### config.mk
export PLATFORM = sky130hd
export DESIGN_NAME = mem_access_unit
export DESIGN_NICKNAME = d
export VERILOG_FILES = /design/src/rtl/mem_access_unit_pkg.sv /design/src/rtl/mem_access_unit_access_checker.sv /design/src/rtl/mem_access_unit.sv
export SDC_FILE = /design/constraint.sdc
export NUM_CORES = 1
export LEC_CHECK = 0
export ABC_AREA = 1
export CAP_MARGIN = 20
export CORE_MARGIN = 8
export CORE_UTILIZATION = 40
export DETAILED_ROUTE_END_ITERATION = 12
export PLACE_DENSITY = 0.75
export SKIP_LAST_GASP = 1
export SLEW_MARGIN = 20
export SYNTH_ARGS = -nofsm -noshare
export SYNTH_HDL_FRONTEND = slang
export SYNTH_SLANG_ARGS = --single-unit
### constraint.sdc
create_clock -name clk -period 2.1 [get_ports clk]
set_input_delay 0.21 -clock clk [delete_from_list [all_inputs] [get_ports clk]]
set_output_delay 0.21 -clock clk [all_outputs]
set_load 0.03 [all_outputs]
### src/rtl/mem_access_unit_pkg.sv
// Shared definitions for the M-stage load/store unit: exception codes, access
// size encodings, default address map, bus payload structs and lane helpers.
package mem_access_unit_pkg;

    localparam int unsigned XLEN     = 32;
    localparam int unsigned BE_W     = 4;
    localparam int unsigned EXC_W    = 5;
    localparam int unsigned CNT_W    = 8;
    localparam int unsigned DEF_NWIN = 4;

    localparam logic [EXC_W-1:0] EXC_NONE = 5'd0;
    localparam logic [EXC_W-1:0] EXC_ADEL = 5'd4;
    localparam logic [EXC_W-1:0] EXC_ADES = 5'd5;
    localparam logic [EXC_W-1:0] EXC_DBE  = 5'd7;

    localparam logic [1:0] SIZE_BYTE = 2'b00;
    localparam logic [1:0] SIZE_HALF = 2'b01;
    localparam logic [1:0] SIZE_WORD = 2'b10;

    // Default map: data memory, timer 1, timer 2, interrupt generator
    localparam logic [XLEN-1:0] DM_START  = 32'h0000_0000;
    localparam logic [XLEN-1:0] DM_END    = 32'h0000_2fff;
    localparam logic [XLEN-1:0] TC1_START = 32'h0000_7f00;
    localparam logic [XLEN-1:0] TC1_END   = 32'h0000_7f0b;
    localparam logic [XLEN-1:0] TC2_START = 32'h0000_7f10;
    localparam logic [XLEN-1:0] TC2_END   = 32'h0000_7f1b;
    localparam logic [XLEN-1:0] IG_START  = 32'h0000_7f20;
    localparam logic [XLEN-1:0] IG_END    = 32'h0000_7f23;

    localparam logic [DEF_NWIN*XLEN-1:0] DEF_WIN_BASE = {IG_START, TC2_START, TC1_START, DM_START};
    localparam logic [DEF_NWIN*XLEN-1:0] DEF_WIN_LAST = {IG_END, TC2_END, TC1_END, DM_END};
    localparam logic [DEF_NWIN-1:0]      DEF_WORDONLY = 4'b0110;
    localparam logic [DEF_NWIN-1:0]      DEF_RO       = 4'b0000;

    typedef enum logic [1:0] {
        ST_IDLE = 2'd0,
        ST_BUSY = 2'd1,
        ST_DONE = 2'd2
    } state_e;

    // Registered bus request payload
    typedef struct packed {
        logic [XLEN-1:0] addr;
        logic [BE_W-1:0] be;
        logic [XLEN-1:0] wdata;
        logic            we;
    } bus_req_t;

    // Load formatting context captured when the access is accepted
    typedef struct packed {
        logic       is_load;
        logic [1:0] size;
        logic       is_unsigned;
        logic [1:0] lane;
    } ld_ctl_t;

    // Byte enables for a store; size 11 behaves as word
    function automatic logic [BE_W-1:0] byte_enables(input logic [1:0] size,
                                                     input logic [1:0] lane);
        logic [BE_W-1:0] be;
        case (size)
            SIZE_BYTE: be = BE_W'(4'b0001 << lane);
            SIZE_HALF: be = lane[1] ? 4'b1100 : 4'b0011;
            default:   be = 4'b1111;
        endcase
        return be;
    endfunction

    // Replicate store data across all lanes it may land on
    function automatic logic [XLEN-1:0] store_data(input logic [1:0]      size,
                                                   input logic [XLEN-1:0] data);
        logic [XLEN-1:0] d;
        case (size)
            SIZE_BYTE: d = {4{data[7:0]}};
            SIZE_HALF: d = {2{data[15:0]}};
            default:   d = data;
        endcase
        return d;
    endfunction

    // Select the addressed lane and sign/zero extend it
    function automatic logic [XLEN-1:0] load_extend(input logic [1:0]      size,
                                                    input logic            is_unsigned,
                                                    input logic [1:0]      lane,
                                                    input logic [XLEN-1:0] word);
        logic [XLEN-1:0] sh;
        logic [XLEN-1:0] d;
        sh = word >> {lane, 3'b000};
        case (size)
            SIZE_BYTE: d = is_unsigned ? {24'h0, sh[7:0]}   : {{24{sh[7]}}, sh[7:0]};
            SIZE_HALF: d = is_unsigned ? {16'h0, sh[15:0]}  : {{16{sh[15]}}, sh[15:0]};
            default:   d = sh;
        endcase
        return d;
    endfunction

endpackage

### src/rtl/mem_access_unit_access_checker.sv
// Combinational access checker: window decode (lowest index wins on overlap)
// and fault detection for misalignment, unmapped, word-only and read-only.
// Ports:
//   i_addr   byte address of the access
//   i_size   00 byte, 01 half, 10/11 word
//   i_store  access is a store
//   o_fault  access must raise AdEL/AdES
module mem_access_unit_access_checker
    import mem_access_unit_pkg::*;
#(
    parameter int unsigned               NWIN         = DEF_NWIN,
    parameter logic [NWIN*XLEN-1:0]      WIN_BASE     = DEF_WIN_BASE,
    parameter logic [NWIN*XLEN-1:0]      WIN_LAST     = DEF_WIN_LAST,
    parameter logic [NWIN-1:0]           WIN_WORDONLY = DEF_WORDONLY,
    parameter logic [NWIN-1:0]           WIN_RO       = DEF_RO
) (
    input  logic [XLEN-1:0] i_addr,
    input  logic [1:0]      i_size,
    input  logic            i_store,
    output logic            o_fault
);

    logic w_hit;
    logic w_wordonly;
    logic w_ro;
    logic w_misalign;

    // Walk from the highest index down so the lowest matching window wins
    always_comb begin
        w_hit      = 1'b0;
        w_wordonly = 1'b0;
        w_ro       = 1'b0;
        for (int i = int'(NWIN) - 1; i >= 0; i--) begin
            if (i_addr >= WIN_BASE[i*XLEN +: XLEN] && i_addr <= WIN_LAST[i*XLEN +: XLEN]) begin
                w_hit      = 1'b1;
                w_wordonly = WIN_WORDONLY[i];
                w_ro       = WIN_RO[i];
            end
        end
    end

    always_comb begin
        w_misalign = 1'b0;
        if (i_size == SIZE_HALF) begin
            w_misalign = i_addr[0];
        end else if (i_size[1]) begin
            w_misalign = |i_addr[1:0];
        end
    end

    assign o_fault = w_misalign | ~w_hit | (w_wordonly & ~i_size[1]) | (w_ro & i_store);

endmodule

### src/rtl/mem_access_unit.sv
// M-stage load/store unit: checks each access, issues a req/ack bus
// transaction, stalls the pipeline while it is outstanding and returns
// extended load data or an exception code.
// Ports:
//   clk, reset                 clock, synchronous active-low reset
//   op_load/op_store/op_size/op_unsigned/addr/wdata   M-stage access
//   flush                      blocks acceptance of a new access
//   stall                      freeze F/D/E/M (combinational)
//   rdata/rdata_valid          load result in DONE
//   exc_valid/exc_code         AdEL/AdES in cycle 0, bus error in DONE
//   bus_req/bus_we/bus_addr/bus_be/bus_wdata   bridge request
//   bus_ack/bus_rdata          bridge completion
module mem_access_unit
    import mem_access_unit_pkg::*;
#(
    parameter int unsigned          NWIN         = DEF_NWIN,
    parameter logic [NWIN*XLEN-1:0] WIN_BASE     = DEF_WIN_BASE,
    parameter logic [NWIN*XLEN-1:0] WIN_LAST     = DEF_WIN_LAST,
    parameter logic [NWIN-1:0]      WIN_WORDONLY = DEF_WORDONLY,
    parameter logic [NWIN-1:0]      WIN_RO       = DEF_RO,
    parameter int unsigned          TIMEOUT      = 15
) (
    input  logic              clk,
    input  logic              reset,
    input  logic              op_load,
    input  logic              op_store,
    input  logic [1:0]        op_size,
    input  logic              op_unsigned,
    input  logic [XLEN-1:0]   addr,
    input  logic [XLEN-1:0]   wdata,
    input  logic              flush,
    output logic              stall,
    output logic [XLEN-1:0]   rdata,
    output logic              rdata_valid,
    output logic              exc_valid,
    output logic [EXC_W-1:0]  exc_code,
    output logic              bus_req,
    output logic              bus_we,
    output logic [XLEN-1:0]   bus_addr,
    output logic [BE_W-1:0]   bus_be,
    output logic [XLEN-1:0]   bus_wdata,
    input  logic              bus_ack,
    input  logic [XLEN-1:0]   bus_rdata
);

    state_e           r_state;
    state_e           w_state_next;
    bus_req_t         r_bus;
    logic             r_bus_req;
    ld_ctl_t          r_ld;
    logic [CNT_W-1:0] r_cnt;
    logic [CNT_W-1:0] w_cnt_next;
    logic [XLEN-1:0]  r_rdata;
    logic             r_rdata_valid;
    logic             r_timeout;

    logic             w_access;
    logic             w_fault;
    logic             w_accept;
    logic             w_timeout_hit;
    logic             w_stall;
    logic             w_exc_valid;
    logic [EXC_W-1:0] w_exc_code;

    assign w_access = op_load | op_store;

    mem_access_unit_access_checker #(
        .NWIN         (NWIN),
        .WIN_BASE     (WIN_BASE),
        .WIN_LAST     (WIN_LAST),
        .WIN_WORDONLY (WIN_WORDONLY),
        .WIN_RO       (WIN_RO)
    ) u_checker (
        .i_addr  (addr),
        .i_size  (op_size),
        .i_store (op_store),
        .o_fault (w_fault)
    );

    // State register
    always_ff @(posedge clk) begin
        if (!reset) begin
            r_state <= ST_IDLE;
        end else begin
            r_state <= w_state_next;
        end
    end

    // Next state, stall and exception reporting
    always_comb begin
        w_state_next  = r_state;
        w_accept      = 1'b0;
        w_stall       = 1'b0;
        w_exc_valid   = 1'b0;
        w_exc_code    = EXC_NONE;
        w_timeout_hit = 1'b0;
        w_cnt_next    = r_cnt + CNT_W'(1);
        case (r_state)
            ST_IDLE: begin
                if (w_access && w_fault) begin
                    w_exc_valid = 1'b1;
                    w_exc_code  = op_store ? EXC_ADES : EXC_ADEL;
                end else if (w_access && !flush) begin
                    w_accept     = 1'b1;
                    w_stall      = 1'b1;
                    w_state_next = ST_BUSY;
                end
            end
            ST_BUSY: begin
                w_stall = 1'b1;
                // An ack in the same cycle as the limit takes priority
                w_timeout_hit = !bus_ack && (w_cnt_next == CNT_W'(TIMEOUT));
                if (bus_ack || w_timeout_hit) begin
                    w_state_next = ST_DONE;
                end
            end
            ST_DONE: begin
                w_state_next = ST_IDLE;
                if (r_timeout) begin
                    w_exc_valid = 1'b1;
                    w_exc_code  = EXC_DBE;
                end
            end
            default: begin
                w_state_next = ST_IDLE;
            end
        endcase
    end

    // Bus request, wait counter and load result registers
    always_ff @(posedge clk) begin
        if (!reset) begin
            r_bus         <= '0;
            r_bus_req     <= 1'b0;
            r_ld          <= '0;
            r_cnt         <= '0;
            r_rdata       <= '0;
            r_rdata_valid <= 1'b0;
            r_timeout     <= 1'b0;
        end else begin
            case (r_state)
                ST_IDLE: begin
                    r_cnt         <= '0;
                    r_rdata_valid <= 1'b0;
                    r_timeout     <= 1'b0;
                    if (w_accept) begin
                        r_bus.addr     <= {addr[XLEN-1:2], 2'b00};
                        r_bus.be       <= op_store ? byte_enables(op_size, addr[1:0]) : '0;
                        r_bus.wdata    <= op_store ? store_data(op_size, wdata) : '0;
                        r_bus.we       <= op_store;
                        r_bus_req      <= 1'b1;
                        r_ld.is_load     <= op_load;
                        r_ld.size        <= op_size;
                        r_ld.is_unsigned <= op_unsigned;
                        r_ld.lane        <= addr[1:0];
                    end
                end
                ST_BUSY: begin
                    if (bus_ack) begin
                        r_bus         <= '0;
                        r_bus_req     <= 1'b0;
                        r_rdata_valid <= r_ld.is_load;
                        if (r_ld.is_load) begin
                            r_rdata <= load_extend(r_ld.size, r_ld.is_unsigned, r_ld.lane, bus_rdata);
                        end
                    end else begin
                        r_cnt <= w_cnt_next;
                        if (w_timeout_hit) begin
                            r_bus     <= '0;
                            r_bus_req <= 1'b0;
                            r_timeout <= 1'b1;
                            if (r_ld.is_load) begin
                                r_rdata <= '0;
                            end
                        end
                    end
                end
                ST_DONE: begin
                    r_rdata_valid <= 1'b0;
                    r_timeout     <= 1'b0;
                end
                default: begin
                    r_bus_req <= 1'b0;
                end
            endcase
        end
    end

    assign stall       = w_stall;
    assign exc_valid   = w_exc_valid;
    assign exc_code    = w_exc_code;
    assign rdata       = r_rdata;
    assign rdata_valid = r_rdata_valid;
    assign bus_req     = r_bus_req;
    assign bus_we      = r_bus.we;
    assign bus_addr    = r_bus.addr;
    assign bus_be      = r_bus.be;
    assign bus_wdata   = r_bus.wdata;

endmodule

==> results.py, run 1 <==
metrics = {
    "status": {
        "status": "complete, no violations",
    },
    "clocking": {
        "cts.path.max_buffers": 2,
        "ctsHoldBuffers": 0,
        "cts_inserted_buffers": 17,
        "clkTransAtPathRegs_ns": 0.05,
        "clock-root-buffer": "clkbuf_16",
        "h-tree-depth": 4,
        "cts_tree": "done",
        "clkLatencyLatePin_ns": 0.42,
        "cts_sinks": 118,
    },
    "sta": {
        "whs_ns": 0.3920,
        "setup_tns_ns": 0,
        "fin_crit_ns": 2.011,
        "max_freq_mhz": 497.3,
        "rsz0062_at_grt": "yes",
        "finalSetupViolations": 0,
        "maxSlewViolCount": 0,
        "finalHoldViolations": 0,
        "fin_ws_ns": 0.08928,
        "skew_ns": 0.009689,
        "fin_crit_sh_pct": 95.75,
    },
    "synthesis": {
        "post-synth-top-count-cell": "nand2_1",
        "syn_avg_cell_area_um2": 6.694,
        "synth_warnings": 0,
        "synth_top_area_cell": "dfxtp_1",
        "synthCells": 848,
        "ys_seq_area_share_pct": 41.61,
        "synth_edf_count": 0,
        "yosys.area.top_type_share_pct": 41.61,
        "synth_ff_type": "dfxtp_1",
        "synth.top_cells.by_area": "dfxtp_1 (42%), nand2_1 (19%), a21oi_1 (7.4%), nor2_1 (6.8%), nand3_1 (5.7%)",
        "ys_ff_latch": 118,
        "ys_top_cells_by_count": "nand2_1 (291), dfxtp_1 (118), nor2_1 (103)",
        "syn_area_um2": 5677,
        "ys_async_sr_fraction_pct": 0,
        "yosysUniqueCellTypes": 35,
    },
    "power_and_ir_drop": {
        "switchingPower_uw": 1276,
        "p_per_area_nw_per_um2": 637.4,
        "p_int_uw": 4289,
        "vdd_drop_max_mv": 0.5346,
        "netSwitchingFraction_pct": 22.93,
        "p_seq_share_pct": 40.3,
        "p_leak_uw": 0.003352,
        "p_comb_share_pct": 8.6,
        "p_clk_share_pct": 51.1,
    },
    "job": {
        "cap_viol_max_count": 0,
    },
    "die": {
        "coreArea_um2": 13880,
        "die_w_um": 135.1,
        "rows": 43,
        "die_area_um2": 18260,
        "die_h_um": 135.1,
        "initial_core_util_pct": 40.90,
        "boundaryPins": 215,
    },
    "global_route": {
        "grt_overflow_total": 0,
        "grt_usage_pct": 21.30,
        "grt_max_degree": 52,
        "grt_antenna_before_repair": 0,
        "grt_pass1_vias": 6108,
        "grt_pass1_wl_mm": 31.22,
    },
    "cells_and_area": {
        "layout-drive-gt1-share_pct": 10.36,
        "nets": 1175,
        "syn2layout_area_growth_pct": 53.80,
        "antenna_cells": 0,
    },
    "setup_path": {
        "crit_chain": "inv_1 -> nand3_1 -> inv_1 -> clkdlybuf4s50_1",
        "crit_top_cell": "inv_1",
        "cp_slowest_cell": "clkdlybuf4s50_1",
        "worst-endpoint-arrival_ns": 1.80,
        "crit_family": "buffers and inverters",
        "path_max_fanout": 4,
        "critPathMaxStageDelay_ns": 0.69,
        "cp_num_buf_inv": 3,
        "required_ns": 1.89,
        "start_kind": "flip-flop",
        "end_kind": "output pin",
        "path_class": "flip-flop to output pin",
    },
    "worst_hold_path": {
        "hold_class": "input port to flip-flop",
    },
    "detailed_routing": {
        "firstDrtPassIters": 5,
        "drt-wirelength-per-cell_um": 15.81,
        "drt_iter0_markers": 365,
        "antenna_left": 0,
        "vias_per_cell": 5.009,
        "num_vias": 6316,
        "drcViolationCount": 0,
        "routed_wl_mm": 19.94,
    },
    "place": {
        "hpwl_mm": 15.17,
        "dp_worst_setup_slack_ns": -0.01858,
        "place.gp.congestion": 0.8867,
        "io_buffer_count": 210,
    },
}
-- worst min-delay path, cell delays in order --
cell,delay (ns)
clkdlybuf4s50_1,0.42
nand2_1,0.07
a21oi_1,0.06
-- worst paths after layout --
kind                            slack, ns  cells after the start                 startpoint                    endpoint
worst max register to register       0.18                     10      r_cnt[1]$_SDFFE_PN0P_  bus_wdata[22]$_SDFFE_PN0P_
worst min-delay path                 0.39                      3                    addr[9]    bus_addr[9]$_SDFFE_PN0P_
worst min register to register       0.43                      2  bus_addr[19]$_SDFFE_PN0P_   bus_addr[19]$_SDFFE_PN0P_
worst max-delay path                 0.09                      4    r_state[0]$_SDFFE_PN0P_                 exc_code[1]
-- per-layer routing --
layer	vias up	global-route usage [%]	routed length, um	share of wire [%]
li1	3165	-	-	-
met1	2883	24.18	7991	40
met2	233	36.70	9712	49
met3	35	7.085	1802	9.0
met4	0	7.156	434	2.2
met5	-	0	0	0
-- power groups by stage --
| stage | clock [uW] | sequential [uW] | combinational (uW) |
|---|---|---|---|
| 3_3_place_gp | 0 | 2290 | 466 |
| 3_5_place_dp | 0 | 2290 | 467 |
| 4_1_cts | 2880 | 2240 | 471 |
| 6_report | 2840 | 2240 | 481 |
| 5_1_grt | 2980 | 2240 | 519 |
| 2_1_floorplan | 0 | 2290 | 181 |
-- layout by cell type (no fill, tap or decap), types with 17 or more instances in the layout --
master	n
clkdlybuf4s50_1	205
inv_1	38
nand2_1	289
buf_4	34
dfxtp_1	118
nand3_1	65
a21oi_1	83
nor2_1	103
o21ai_0	30
clkbuf_16	17
-- stage by stage --
step           instances  total power (uW)  utilization, %  cell area [um2]
2_1_floorplan        851              2469               -             5688
3_3_place_gp        1228              2754           58.23             8083
3_5_place_dp        1228              2755           58.23             8083
4_1_cts             1260              5595           62.44             8667
5_1_grt             1261              5736           62.90             8731
6_report            1261              5565           62.90             8731
-- flip-flops by register name, indices dropped and copies added (netlist names), 2 cells and up --
signal,cells
bus_wdata,32
rdata,32
bus_addr,30
r_cnt,8
r_ld,6
bus_be,4
r_state,2
-- logic make-up (layout without fill, tap and decap cells) --
| family | after synthesis | in the layout | synth area share [%] |
|---|---|---|---|
| AO/OA/AOI/OAI | 131 | 131 | 12.30 |
| AND/OR/NAND/NOR | 491 | 491 | 36.06 |
| multiplexers | 7 | 7 | 1.234 |
| other | 1 | 4 | 0.06606 |
| adder cells (fa/ha/maj) | 2 | 2 | 0.4407 |
| buffers and inverters | 97 | 327 | 8.133 |
| XOR/XNOR | 1 | 1 | 0.1543 |
| flip-flops | 118 | 118 | 41.61 |
-- layout make-up --
class | count | area (um2)
well taps | 180 | 225.2
clock inverters | 13 | 131.4
inverters | 45 | 171.4
clock buffers | 19 | 452.9
multi-input cells | 636 | 2903
fillers | 1304 | 5150
flip-flops and latches | 118 | 2362
repair buffers | 250 | 2485
-- what timing repair did --
item,CTS,global route
gates resized for setup,0,13
buffers inserted,0,1
endpoints found under the setup margin,0,72
Note: power is estimated with default switching activity, not from simulation.
==> run 2: changes to the inputs <==
- CAP_MARGIN: 20 -> unset
==> results of run 2 <==
No change in the layout: final DEF, timing and power equal those of run 1.
==> run 3: changes to the inputs <==
- PLACE_DENSITY: 0.75 -> 0.74
- SYNTH_HIERARCHICAL: unset -> 1
==> run 3 against run 2 <==
- critical path type is now input port to output pin
- die area grew 5.6%
- maximum frequency down 2.0%
- routed wire length grew 5.7%
- sequential share of layout area fell by 1.4 points
- sequential power hardly changed
- global-route usage up 0.12 points
- highest routed layer unchanged
==> results.py, run 3 <==
metrics = {
    "place": {
        "hpwl_mm": 15.34,
        "place.gp.congestion": 0.8738,
        "io_buffer_count": 210,
    },
    "detailed_routing": {
        "num_vias": 6512,
        "firstDrtPassIters": 5,
        "routed_wl_mm": 21.09,
        "drt-wirelength-per-cell_um": 16.51,
        "vias_per_cell": 5.099,
        "drt_iter0_markers": 419,
        "drcViolationCount": 0,
        "antenna_left": 0,
    },
    "clocking": {
        "clkLatencyLatePin_ns": 0.41,
        "clkTransAtPathRegs_ns": 0.05,
        "h-tree-depth": 4,
        "clock-root-buffer": "clkbuf_16",
        "cts_inserted_buffers": 17,
        "cts_tree": "done",
        "cts_sinks": 118,
        "ctsHoldBuffers": 0,
        "cts.path.max_buffers": 2,
    },
    "cells_and_area": {
        "antenna_cells": 0,
        "final_common_cell": "nand2_1",
        "syn2layout_area_growth_pct": 52.59,
        "final_cell_mix": "nand2_1 (210), clkdlybuf4s50_1 (188), dfxtp_1 (118)",
        "nets": 1183,
        "fin_util_pct": 61.52,
        "layout-drive-gt1-share_pct": 17.54,
    },
    "global_route": {
        "grt_antenna_before_repair": 0,
        "grtUsageMet1_pct": 24.63,
        "grt_max_degree": 93,
        "top_usage_layer": "met2",
        "grt_usage_pct": 21.42,
        "gr-usage-met3_pct": 9.845,
        "grt_pass1_wl_mm": 33.46,
        "gr-usage-met2_pct": 34.34,
        "grt_overflow_total": 0,
        "grt_pass1_vias": 6429,
    },
    "power_and_ir_drop": {
        "p_seq_share_pct": 37.5,
        "p_int_uw": 4665,
        "netSwitchingFraction_pct": 21.87,
        "p_comb_share_pct": 8.5,
        "vdd_drop_max_mv": 0.4659,
        "p_per_area_nw_per_um2": 648.0,
        "finalPower_uw": 5971,
        "switchingPower_uw": 1306,
        "p_clk_share_pct": 54.0,
        "p_leak_uw": 0.003424,
    },
    "synthesis": {
        "ys_top_cells_by_count": "nand2_1 (212), dfxtp_1 (118), a21oi_1 (89)",
        "yosys.area.top_type_share_pct": 39.12,
        "synthCells": 856,
        "ys_async_sr_fraction_pct": 0,
        "synth_edf_count": 0,
        "synth_ff_type": "dfxtp_1",
        "post-synth-top-count-cell": "nand2_1",
        "syn_avg_cell_area_um2": 7.054,
        "ys_ff_latch": 118,
        "syn_area_um2": 6038,
        "ys_seq_area_share_pct": 39.12,
        "synth_warnings": 6,
        "synth.top_cells.by_area": "dfxtp_1 (39%), nand2_1 (13%), a21oi_1 (7.4%), nand3_1 (5.2%), nor2_1 (4.2%)",
        "synth_top_area_cell": "dfxtp_1",
        "yosysUniqueCellTypes": 38,
    },
    "job": {
        "cap_viol_max_count": 0,
    },
    "die": {
        "boundaryPins": 215,
        "die_h_um": 138.9,
        "initial_core_util_pct": 40.32,
        "die_area_um2": 19280,
        "die_w_um": 138.9,
        "coreArea_um2": 14980,
        "rows": 45,
    },
    "setup_path": {
        "ff2ff_setup_slack_ns": 0.16,
        "reg2reg_to": "rdata[26]$_SDFFE_PN0P_",
        "path_max_fanout": 4,
        "start_kind": "input port",
        "crit_top_cell": "nand2_2",
        "cp_slowest_cell": "clkdlybuf4s50_1",
        "r2r_cells": 11,
        "required_ns": 1.89,
        "path_class": "input port to output pin",
        "crit_chain": "clkdlybuf4s50_1 -> nor4_4 -> nand3b_1 -> nor2_1 -> nand2_2 -> nor2_4 -> nand2_1 -> nand2_2 -> buf_4 -> buf_6",
        "end_kind": "output pin",
        "critPathMaxStageDelay_ns": 0.47,
        "r2r_start": "r_cnt[1]$_SDFFE_PN0P_",
        "worst-endpoint-arrival_ns": 1.84,
    },
    "sta": {
        "maxSlewViolCount": 0,
        "max_freq_mhz": 487.2,
        "relSlewSlack_pct": 62.04,
        "rsz0062_at_grt": "yes",
        "fin_crit_ns": 2.052,
        "skew_ns": 0.009840,
        "fin_crit_sh_pct": 97.74,
        "finalHoldViolations": 0,
        "finalSetupViolations": 0,
        "tightestPinTransition_ns": 0.5694,
        "whs_ns": 0.1843,
    },
    "worst_hold_path": {
        "hold_class": "input port to flip-flop",
        "hp-start": "addr[3]",
        "hold_path_depth": 3,
        "hold_end": "bus_addr[3]$_SDFFE_PN0P_",
    },
    "status": {
        "status": "complete, no violations",
    },
}
## run 3: cell count changes in the layout (fill, tap and decap cells not counted), sizes merged, moves of 14 or more
cell | before | now
a21oi | 86 | 116
clkdlybuf4s50 | 205 | 188
nand2 | 296 | 249
nand4 | 3 | 34
nor2 | 113 | 75
o211ai | 1 | 19
or2 | 3 | 17
## run 3: area by class of cell
| type | instances | area [um2] |
|---|---|---|
| clock buffer | 20 | 456.7 |
| clock inverter | 12 | 200.2 |
| fill | 1319 | 5763 |
| inverter | 42 | 158.9 |
| multi-input combinational | 638 | 3292 |
| sequential | 118 | 2362 |
| tap | 188 | 235.2 |
| timing repair buffer | 259 | 2509 |
## run 3: how the worst max path moves through the flow
| stage | from | to | slack, ns | cells after the start |
|---|---|---|---|---|
| 6_report | addr[26] | stall | 0.05 | 10 |
| 3_3_place_gp | addr[26] | bus_req$_SDFFE_PN0P_ | -0.23 | 11 |
| 2_1_floorplan | addr[27] | bus_addr[29]$_SDFFE_PN0P_ | 0.16 | 12 |
| 4_1_cts | op_size[1] | exc_valid | -0.05 | 10 |
| 3_5_place_dp | addr[26] | bus_wdata[9]$_SDFFE_PN0P_ | -0.27 | 11 |
| 5_1_grt | addr[9] | stall | -0.05 | 11 |
## run 3: layer usage
metal  vias to the layer above  part of all wire [%]  wire, um
met5                         -                     0         0
met4                         0                   2.1       448
met3                        31                    10      2099
met2                       234                    47      9817
met1                      2952                    41      8720
li1                       3295                     -         -
## run 3: power groups by stage
stage / Sequential [uW] / Clock (uW) / Combinational, uW
3_3_place_gp: 2290 / 0 / 494
4_1_cts: 2240 / 3280 / 501
2_1_floorplan: 2290 / 0 / 192
5_1_grt: 2240 / 3390 / 545
6_report: 2240 / 3230 / 506
3_5_place_dp: 2290 / 0 / 493
## run 3: worst max-delay path, delay by kind of cell
kind                   cells  cell delay, ns
buffers and inverters      3            0.73
and+or+nand+nor            7            0.89
## run 3: timing repair
| item | CTS | global route |
|---|---|---|
| buffers inserted | 1 | 0 |
| gates resized for setup | 26 | 14 |
| pin swaps | 13 | 5 |
| setup endpoints to repair | 4 | 6 |
## run 3: logic make-up (layout without fill, tap and decap cells)
kind of cell               count (synthesis)  count (layout)  share of synthesized area (%)
adders and majority gates                  2               2                         0.4144
other                                      1               4                        0.06210
AOI/OAI and AO/OA                        185             185                          18.26
xor gates and xnor gates                   1               1                         0.1451
buffers and inverters                    103             333                          7.853
DFF                                      118             118                          39.12
and+or+nand+nor                          446             446                          34.15
## run 3: per-stage QoR
stage,setup WS [ns],setup TNS [ns],area [um2],instances
2_1_floorplan,0.1555,0,6050,859
3_3_place_gp,-0.2254,-13.84,8459,1244
3_5_place_dp,-0.2709,-15.87,8459,1244
4_1_cts,-0.05413,-0.07429,9168,1277
5_1_grt,-0.05165,-0.05197,9214,1277
6_report,0.04754,0,9214,1277
